[src/rtl/rc_pulse_filter_if.sv]
// rc_pulse_filter_if
//   Groups the measurement-side and output-side signals of one RC channel filter.
//   master: drives pulse_length/in_stb, observes the filtered result.
//   slave : the filter itself.
//
//   pulse_length  measured pulse length, meaningful only while in_stb=1
//   in_stb        one-cycle strobe marking a new measurement
//   value         signed offset from centre, two's complement (LEN_W+1 bits)
//   out_stb       one-cycle pulse when value/valid/lost change
//   valid         channel is tracking
//   lost          channel is in failsafe
//   sample_err    one-cycle pulse after a rejected measurement
interface rc_pulse_filter_if #(
    parameter int LEN_W = 10
);
    logic [LEN_W-1:0] pulse_length;
    logic             in_stb;
    logic [LEN_W:0]   value;
    logic             out_stb;
    logic             valid;
    logic             lost;
    logic             sample_err;

    modport master (
        output pulse_length, in_stb,
        input  value, out_stb, valid, lost, sample_err
    );

    modport slave (
        input  pulse_length, in_stb,
        output value, out_stb, valid, lost, sample_err
    );
endinterface

[src/rtl/rc_pulse_filter.sv]
// rc_pulse_filter
//   Range-checks pulse-length measurements of one RC/servo channel, smooths the
//   accepted ones with a 2^AVG_LOG2 moving average, converts the result into a
//   signed offset from CENTER with a deadband, and supervises the link
//   (bad-sample run length and silence timeout) to enter a failsafe LOST state.
//
//   clk    system clock
//   reset  synchronous, active-high
//   bus    rc_pulse_filter_if.slave (pulse_length/in_stb in; value/out_stb/
//          valid/lost/sample_err out)
//
//   Latency: accepted strobe in cycle N -> buffer/sum at N+1 -> value/out_stb at N+2.
//   AVG_LOG2 must be at least 1.
//
//   state    | meaning
//   ---------+--------------------------------------------------------------
//   ACQUIRE  | after reset, waiting for the first good sample
//   TRACK    | averaging accepted samples, value/valid live
//   LOST     | failsafe; needs GOOD_N consecutive good samples to recover
module rc_pulse_filter #(
    parameter int LEN_W       = 10,
    parameter int MIN_VALID   = 100,
    parameter int MAX_VALID   = 900,
    parameter int CENTER      = 500,
    parameter int DEADBAND    = 4,
    parameter int AVG_LOG2    = 2,
    parameter int TIMEOUT_CYC = 2000,
    parameter int BAD_LIMIT   = 3,
    parameter int GOOD_N      = 2
) (
    input logic             clk,
    input logic             reset,
    rc_pulse_filter_if.slave bus
);

    localparam int DEPTH  = 1 << AVG_LOG2;
    localparam int SUM_W  = LEN_W + AVG_LOG2;
    localparam int TMO_W  = $clog2(TIMEOUT_CYC + 1);
    localparam int BAD_W  = $clog2(BAD_LIMIT + 1);
    localparam int GOOD_W = $clog2(GOOD_N + 1);

    localparam logic [LEN_W-1:0]  MIN_L     = LEN_W'(MIN_VALID);
    localparam logic [LEN_W-1:0]  MAX_L     = LEN_W'(MAX_VALID);
    localparam logic [TMO_W-1:0]  TMO_MAX   = TMO_W'(TIMEOUT_CYC);
    localparam logic [TMO_W-1:0]  TMO_LAST  = TMO_W'(TIMEOUT_CYC - 1);
    localparam logic [BAD_W-1:0]  BAD_LAST  = BAD_W'(BAD_LIMIT - 1);
    localparam logic [GOOD_W-1:0] GOOD_LAST = GOOD_W'(GOOD_N - 1);
    localparam logic signed [LEN_W:0] CENTER_S = (LEN_W+1)'(CENTER);
    localparam logic signed [LEN_W:0] DB_S     = (LEN_W+1)'(DEADBAND);

    typedef enum logic [1:0] {
        ST_ACQUIRE,
        ST_TRACK,
        ST_LOST
    } state_t;

    state_t state_q, state_d;

    logic [LEN_W-1:0]    samp_q [DEPTH];
    logic [AVG_LOG2-1:0] ptr_q;
    logic [SUM_W-1:0]    sum_q;
    logic [TMO_W-1:0]    tmo_q;
    logic [BAD_W-1:0]    bad_q, bad_d;
    logic [GOOD_W-1:0]   good_q, good_d;
    logic                upd_pend_q;

    logic [LEN_W:0]      value_q;
    logic                out_stb_q, valid_q, lost_q, sample_err_q;

    logic accept, reject, timeout_hit;
    logic do_prefill, do_update, enter_lost;

    logic [LEN_W-1:0]      avg;
    logic signed [LEN_W:0] diff, mag;
    logic                  in_db;

    assign accept = bus.in_stb && (bus.pulse_length >= MIN_L) && (bus.pulse_length <= MAX_L);
    assign reject = bus.in_stb && !accept;
    // An accepted sample in the last cycle before saturation keeps the link alive.
    assign timeout_hit = (tmo_q == TMO_LAST) && !accept;

    assign avg   = sum_q[SUM_W-1:AVG_LOG2];
    assign diff  = $signed({1'b0, avg}) - CENTER_S;
    assign mag   = diff[LEN_W] ? -diff : diff;
    assign in_db = (mag <= DB_S);

    always_comb begin
        state_d    = state_q;
        bad_d      = bad_q;
        good_d     = good_q;
        do_prefill = 1'b0;
        do_update  = 1'b0;
        enter_lost = 1'b0;
        case (state_q)
            ST_ACQUIRE: begin
                if (accept) begin
                    do_prefill = 1'b1;
                    state_d    = ST_TRACK;
                end else if (timeout_hit) begin
                    enter_lost = 1'b1;
                end
            end
            ST_TRACK: begin
                if (accept) begin
                    do_update = 1'b1;
                    bad_d     = '0;
                end else begin
                    if (reject) begin
                        if (bad_q == BAD_LAST) enter_lost = 1'b1;
                        else                   bad_d = bad_q + 1'b1;
                    end
                    if (timeout_hit) enter_lost = 1'b1;
                end
            end
            ST_LOST: begin
                if (accept) begin
                    if (good_q == GOOD_LAST) begin
                        do_prefill = 1'b1;
                        state_d    = ST_TRACK;
                        good_d     = '0;
                    end else begin
                        good_d = good_q + 1'b1;
                    end
                end else if (reject) begin
                    good_d = '0;
                end
            end
            default: state_d = ST_ACQUIRE;
        endcase
        if (enter_lost) begin
            state_d = ST_LOST;
            bad_d   = '0;
            good_d  = '0;
        end
    end

    always_ff @(posedge clk) begin
        if (reset) begin
            state_q      <= ST_ACQUIRE;
            for (int i = 0; i < DEPTH; i++) samp_q[i] <= '0;
            ptr_q        <= '0;
            sum_q        <= '0;
            tmo_q        <= '0;
            bad_q        <= '0;
            good_q       <= '0;
            upd_pend_q   <= 1'b0;
            value_q      <= '0;
            out_stb_q    <= 1'b0;
            valid_q      <= 1'b0;
            lost_q       <= 1'b0;
            sample_err_q <= 1'b0;
        end else begin
            state_q      <= state_d;
            bad_q        <= bad_d;
            good_q       <= good_d;
            sample_err_q <= reject;

            if (accept)                tmo_q <= '0;
            else if (tmo_q != TMO_MAX) tmo_q <= tmo_q + 1'b1;

            if (do_prefill) begin
                for (int i = 0; i < DEPTH; i++) samp_q[i] <= bus.pulse_length;
                sum_q <= {bus.pulse_length, {AVG_LOG2{1'b0}}};
                ptr_q <= '0;
            end else if (do_update) begin
                samp_q[ptr_q] <= bus.pulse_length;
                sum_q <= sum_q - SUM_W'(samp_q[ptr_q]) + SUM_W'(bus.pulse_length);
                ptr_q <= ptr_q + 1'b1;
            end

            upd_pend_q <= (do_prefill || do_update) && !enter_lost;
            out_stb_q  <= 1'b0;
            // Failsafe entry wins over an average result still in flight.
            if (enter_lost) begin
                value_q    <= '0;
                valid_q    <= 1'b0;
                lost_q     <= 1'b1;
                out_stb_q  <= 1'b1;
                upd_pend_q <= 1'b0;
            end else if (upd_pend_q) begin
                value_q   <= in_db ? '0 : diff;
                valid_q   <= 1'b1;
                lost_q    <= 1'b0;
                out_stb_q <= 1'b1;
            end
        end
    end

    assign bus.value      = value_q;
    assign bus.out_stb    = out_stb_q;
    assign bus.valid      = valid_q;
    assign bus.lost       = lost_q;
    assign bus.sample_err = sample_err_q;

endmodule

[src/flat_wrapper.sv]
// flat-port wrapper written by rule: the top's interface ports become plain ports
module rc_pulse_filter_flat 
#(
    parameter int LEN_W       = 10,
    parameter int MIN_VALID   = 100,
    parameter int MAX_VALID   = 900,
    parameter int CENTER      = 500,
    parameter int DEADBAND    = 4,
    parameter int AVG_LOG2    = 2,
    parameter int TIMEOUT_CYC = 2000,
    parameter int BAD_LIMIT   = 3,
    parameter int GOOD_N      = 2
)
  (clk, reset, bus_pulse_length, bus_in_stb, bus_value, bus_out_stb, bus_valid, bus_lost, bus_sample_err);
  rc_pulse_filter_if #(.LEN_W(LEN_W)) bus_i ();
  input logic clk;
  input logic reset;
  input wire logic [$bits(bus_i.pulse_length)-1:0] bus_pulse_length;
  input wire logic [$bits(bus_i.in_stb)-1:0] bus_in_stb;
  output wire logic [$bits(bus_i.value)-1:0] bus_value;
  output wire logic [$bits(bus_i.out_stb)-1:0] bus_out_stb;
  output wire logic [$bits(bus_i.valid)-1:0] bus_valid;
  output wire logic [$bits(bus_i.lost)-1:0] bus_lost;
  output wire logic [$bits(bus_i.sample_err)-1:0] bus_sample_err;
  assign bus_i.pulse_length = bus_pulse_length;
  assign bus_i.in_stb = bus_in_stb;
  assign bus_value = bus_i.value;
  assign bus_out_stb = bus_i.out_stb;
  assign bus_valid = bus_i.valid;
  assign bus_lost = bus_i.lost;
  assign bus_sample_err = bus_i.sample_err;
  rc_pulse_filter #(.LEN_W(LEN_W), .MIN_VALID(MIN_VALID), .MAX_VALID(MAX_VALID), .CENTER(CENTER), .DEADBAND(DEADBAND), .AVG_LOG2(AVG_LOG2), .TIMEOUT_CYC(TIMEOUT_CYC), .BAD_LIMIT(BAD_LIMIT), .GOOD_N(GOOD_N)) u_core (.clk(clk), .reset(reset), .bus(bus_i));
endmodule
[config.mk]
export PLATFORM = sky130hd
export DESIGN_NAME = rc_pulse_filter_flat
export DESIGN_NICKNAME = d
export VERILOG_FILES = /design/src/rtl/rc_pulse_filter_if.sv /design/src/rtl/rc_pulse_filter.sv /design/src/flat_wrapper.sv
export SDC_FILE = /design/constraint.sdc
export NUM_CORES = 1
export LEC_CHECK = 0
export CORE_MARGIN = 2
export CORE_UTILIZATION = 50
export CTS_BUF_LIST = sky130_fd_sc_hd__clkbuf_8
export DETAILED_ROUTE_END_ITERATION = 16
export PLACE_DENSITY_LB_ADDON = 0.3
export SETUP_SLACK_MARGIN = 0.4
export SLEW_MARGIN = 10
export SYNTH_ARGS = -nofsm -noshare
export SYNTH_HDL_FRONTEND = slang
export SYNTH_SLANG_ARGS = --single-unit
[constraint.sdc]
create_clock -name clk -period 5.25 [get_ports clk]
set_clock_uncertainty 0.05 [all_clocks]
set_input_delay 1.3125 -clock clk [delete_from_list [all_inputs] [get_ports clk]]
set_output_delay 1.3125 -clock clk [all_outputs]
set_load 0.01 [all_outputs]
==> flow_summary.ini <==
[power_and_ir_drop]
pwr_density_cell_mw_per_mm2 = 306.4
power_leakage_nw = 2.041
vdd_drop_max_v = 0.0001463

[logic_synthesis]
avgSynthCellArea_um2 = 10.07
synth-seq-cells = 89
synth_edf_count = 40
synth-seq-area-share_pct = 43.60
synth_warnings = 0
synth_top_flop_cell = dfxtp_1
async_flop_share_pct = 0
netlist_area_mm2 = 0.005005
netlist_instances = 497
netlist-cell-type-count = 69
synth_nets = 542

[die]
num_rows = 36
fp.dieH_um = 104.0
fp.dieW_um = 104.0
coreArea_mm2 = 0.009729
design.die.area_mm2 = 0.01083
ios = 28
start_util_pct = 51.44

[flow_run]
max_cap_viol_count = 0

[critical_path]
worstRegToRegCells = 11
cp-start-kind = primary input
critPathKind = primary input to flip-flop
cp_top_family = compound AO/OA/AOI/OAI gates
crit_buf_inv = 3
critPathArrivalTime_ns = 4.64
slowest_delay_ns = 0.61
critPathRequiredTime_ns = 5.44
crit_cells = 12
crit_fanout = 5
reg2reg_slack_ns = 1.37
crit_start = bus_pulse_length[1]
cp_common_cell = inv_1
crit_slowest_cell = fa_1
end_kind = flip-flop
cp_cell_sequence = clkdlybuf4s50_1 -> inv_1 -> fa_1 -> inv_1 -> ha_1 -> a211oi_1 -> nor2_1 -> o311a_1 -> a311o_1 -> o31ai_2 -> xor2_1 -> o21ai_0

[final_layout]
final_nets = 565
diodes = 0
nFillCells = 878
area_delta_synth_final_pct = 11.00
utilization_pct = 57.10
multi_input_area_mm2 = 0.002504
drive_above_1_share_pct = 9.143
seqCellArea_mm2 = 0.002182

[cts]
clk_pin_slew_ns = 0.09
cts_root_buffer = clkbuf_8
insertion_delay_ns = 0.37
cts-htree-levels = 3
clk_path_buf_depth = 2
postCtsHoldBufs = 0
clock_sink_count = 89
ctsResizeCount = 0
cts_tree = built
postCtsSetupBuffers = 0
cts_buffers = 9

[route]
route.detailed.drc = 0
via_per_inst = 5.796
wire_per_inst_um = 17.14
vias = 3814
dr.first_iter.drc_count = 237
wl_um = 11280
ant_nets = 0
first_pass_iters = 8

[worst_hold_path]
whs_path_depth = 2
worstHoldStart = u_core.good_q[1]
hp-class = flip-flop to flip-flop

[place]
gp_congestion = 0.9049
place_hpwl_um = 8139
io_buffers = 27

[global_route]
grt_pass1_wl_um = 18640
use_met1_pct = 29.30
busiest_layer = met2
met2_usage_pct = 34.87
met3_usage_pct = 3.571
antenna_found_initial = 0
overflow = 0
grt_pass1_vias = 3791
grt_max_degree = 42
grt_usage_pct = 21.50

[timing]
rsz0062_at_grt = false
fmax_mhz = 224.9
period_share_pct = 84.71
setup_tns_ns = 0
hold_viol_final = 0
drv_slew = 0
worstMarginPinSlew_ns = 0.6844
setup_violations = 0
post-route-min-period_ns = 4.447
maxSlewHeadroom_pct = 54.28

[outcome]
status = finished, final reports clean
## state kept, by name, indices dropped and copies added, names as in the netlist, 2 cells and up, named ones only
name / count
u_core.bad_q: 2
u_core.bus.value: 11
u_core.good_q: 2
u_core.ptr_q: 2
u_core.samp_q: 40
u_core.state_q: 2
u_core.sum_q: 12
u_core.tmo_q: 11
## power by group
group	switching [mW]	internal [mW]	leakage, nW
Combinational	0.258	0.198	1.13
Clock	0.263	0.175	0.0839
Sequential	0.0319	0.775	0.829
## area by class of cell
class | count | share of cell area, %
clock buffers | 9 | 2.230
clock inverters | 7 | 0.9685
inverters | 52 | 3.514
multi-input cells | 333 | 45.07
flip-flops and latches | 89 | 39.28
well taps | 133 | 2.996
repair buffers | 35 | 5.946
## cell families after synthesis
| logic type | after synthesis | share of synthesized area (%) |
|---|---|---|
| and+or+nand+nor | 134 | 13.40 |
| AOI/OAI and AO/OA | 127 | 17.08 |
| DFF | 89 | 43.60 |
| buffers and inverters | 75 | 6.375 |
| adders and majority gates | 33 | 9.700 |
| xor gates and xnor gates | 25 | 4.525 |
| muxes | 14 | 5.325 |
## worst register-to-register path, stage by stage (launching register included)
cell and delay (ns):
dfxtp_1 0.69, mux4_2 0.43, fa_1 0.56, inv_1 0.06, ha_1 0.30, a211oi_1 0.30
nor2_1 0.12, o311a_1 0.37, a311o_1 0.42, o31ai_2 0.21, xor2_1 0.16, o21ai_0 0.08
## cell usage after synthesis, types with 2 or more instances
cell type | instances | area (um^2)
a2111oi_0 | 3 | 26.28
a211oi_1 | 3 | 22.52
a21boi_0 | 5 | 37.54
a21o_1 | 3 | 22.52
a21oi_1 | 49 | 245.2
a222oi_1 | 4 | 40.04
a22oi_1 | 5 | 37.54
a31oi_1 | 2 | 12.51
and3_1 | 3 | 18.77
buf_1 | 3 | 11.26
buf_2 | 3 | 15.01
buf_6 | 4 | 45.04
clkbuf_1 | 12 | 45.04
dfxtp_1 | 49 | 980.9
edfxtp_1 | 40 | 1201
fa_1 | 10 | 200.2
ha_1 | 22 | 275.3
inv_1 | 51 | 191.4
mux2i_1 | 3 | 30.03
mux4_2 | 10 | 225.2
nand2_1 | 21 | 78.83
nand2b_1 | 9 | 56.30
nand3_1 | 14 | 70.07
nand3b_1 | 2 | 15.01
nand4_1 | 3 | 18.77
nor2_1 | 44 | 165.2
nor2_2 | 2 | 12.51
nor2b_1 | 6 | 37.54
nor3_1 | 11 | 55.05
nor4_1 | 2 | 12.51
o211ai_1 | 2 | 15.01
o21a_1 | 3 | 22.52
o21ai_0 | 18 | 90.09
o21ai_2 | 2 | 17.52
o22ai_1 | 2 | 12.51
o2bb2ai_1 | 11 | 96.34
or3_1 | 7 | 43.79
xnor2_1 | 19 | 166.4
xor2_1 | 5 | 43.79
## stage by stage
step / setup WS, ns / power (mW) / instances / instance area (um^2) / hold WS (ns)
5_1_grt: 0.6129 / 1.798 / 658 / 5555 / 0.4351
3_3_place_gp: 0.5662 / 1.253 / 642 / 5378 / 0.3799
2_1_floorplan: 1.283 / 1.162 / 497 / 5005 / 0.3727
6_report: 0.8029 / 1.702 / 658 / 5555 / 0.4019
3_5_place_dp: 0.4527 / 1.272 / 642 / 5378 / 0.3945
4_1_cts: 0.8190 / 1.702 / 658 / 5555 / 0.4061
## worst paths after layout
check                           to
setup / recovery  u_core.sum_q[11]
hold / removal    u_core.good_q[1]
setup reg to reg  u_core.sum_q[11]
hold reg to reg   u_core.good_q[1]
## cell usage in the layout (no fill, tap or decap), drive strengths merged, types with 9 or more instances in the layout
cell type / Yosys / routed
clkbuf: 12 / 9
xnor2: 20 / 20
ha: 22 / 22
o2bb2ai: 11 / 11
edfxtp: 40 / 40
inv: 51 / 53
nor3: 12 / 12
nand2: 22 / 22
fa: 10 / 10
dfxtp: 49 / 49
nor2: 46 / 46
nand3: 14 / 14
clkdlybuf4s50: 0 / 27
mux4: 10 / 10
o21ai: 20 / 20
a21oi: 49 / 49
nand2b: 9 / 9
## metal layers
layer | vias up | wire length (um)
met5 | - | 0
met4 | 0 | 234
met3 | 22 | 730
met2 | 106 | 5279
met1 | 1856 | 5035
li1 | 1830 | -
(Power assumes the default switching activity.)
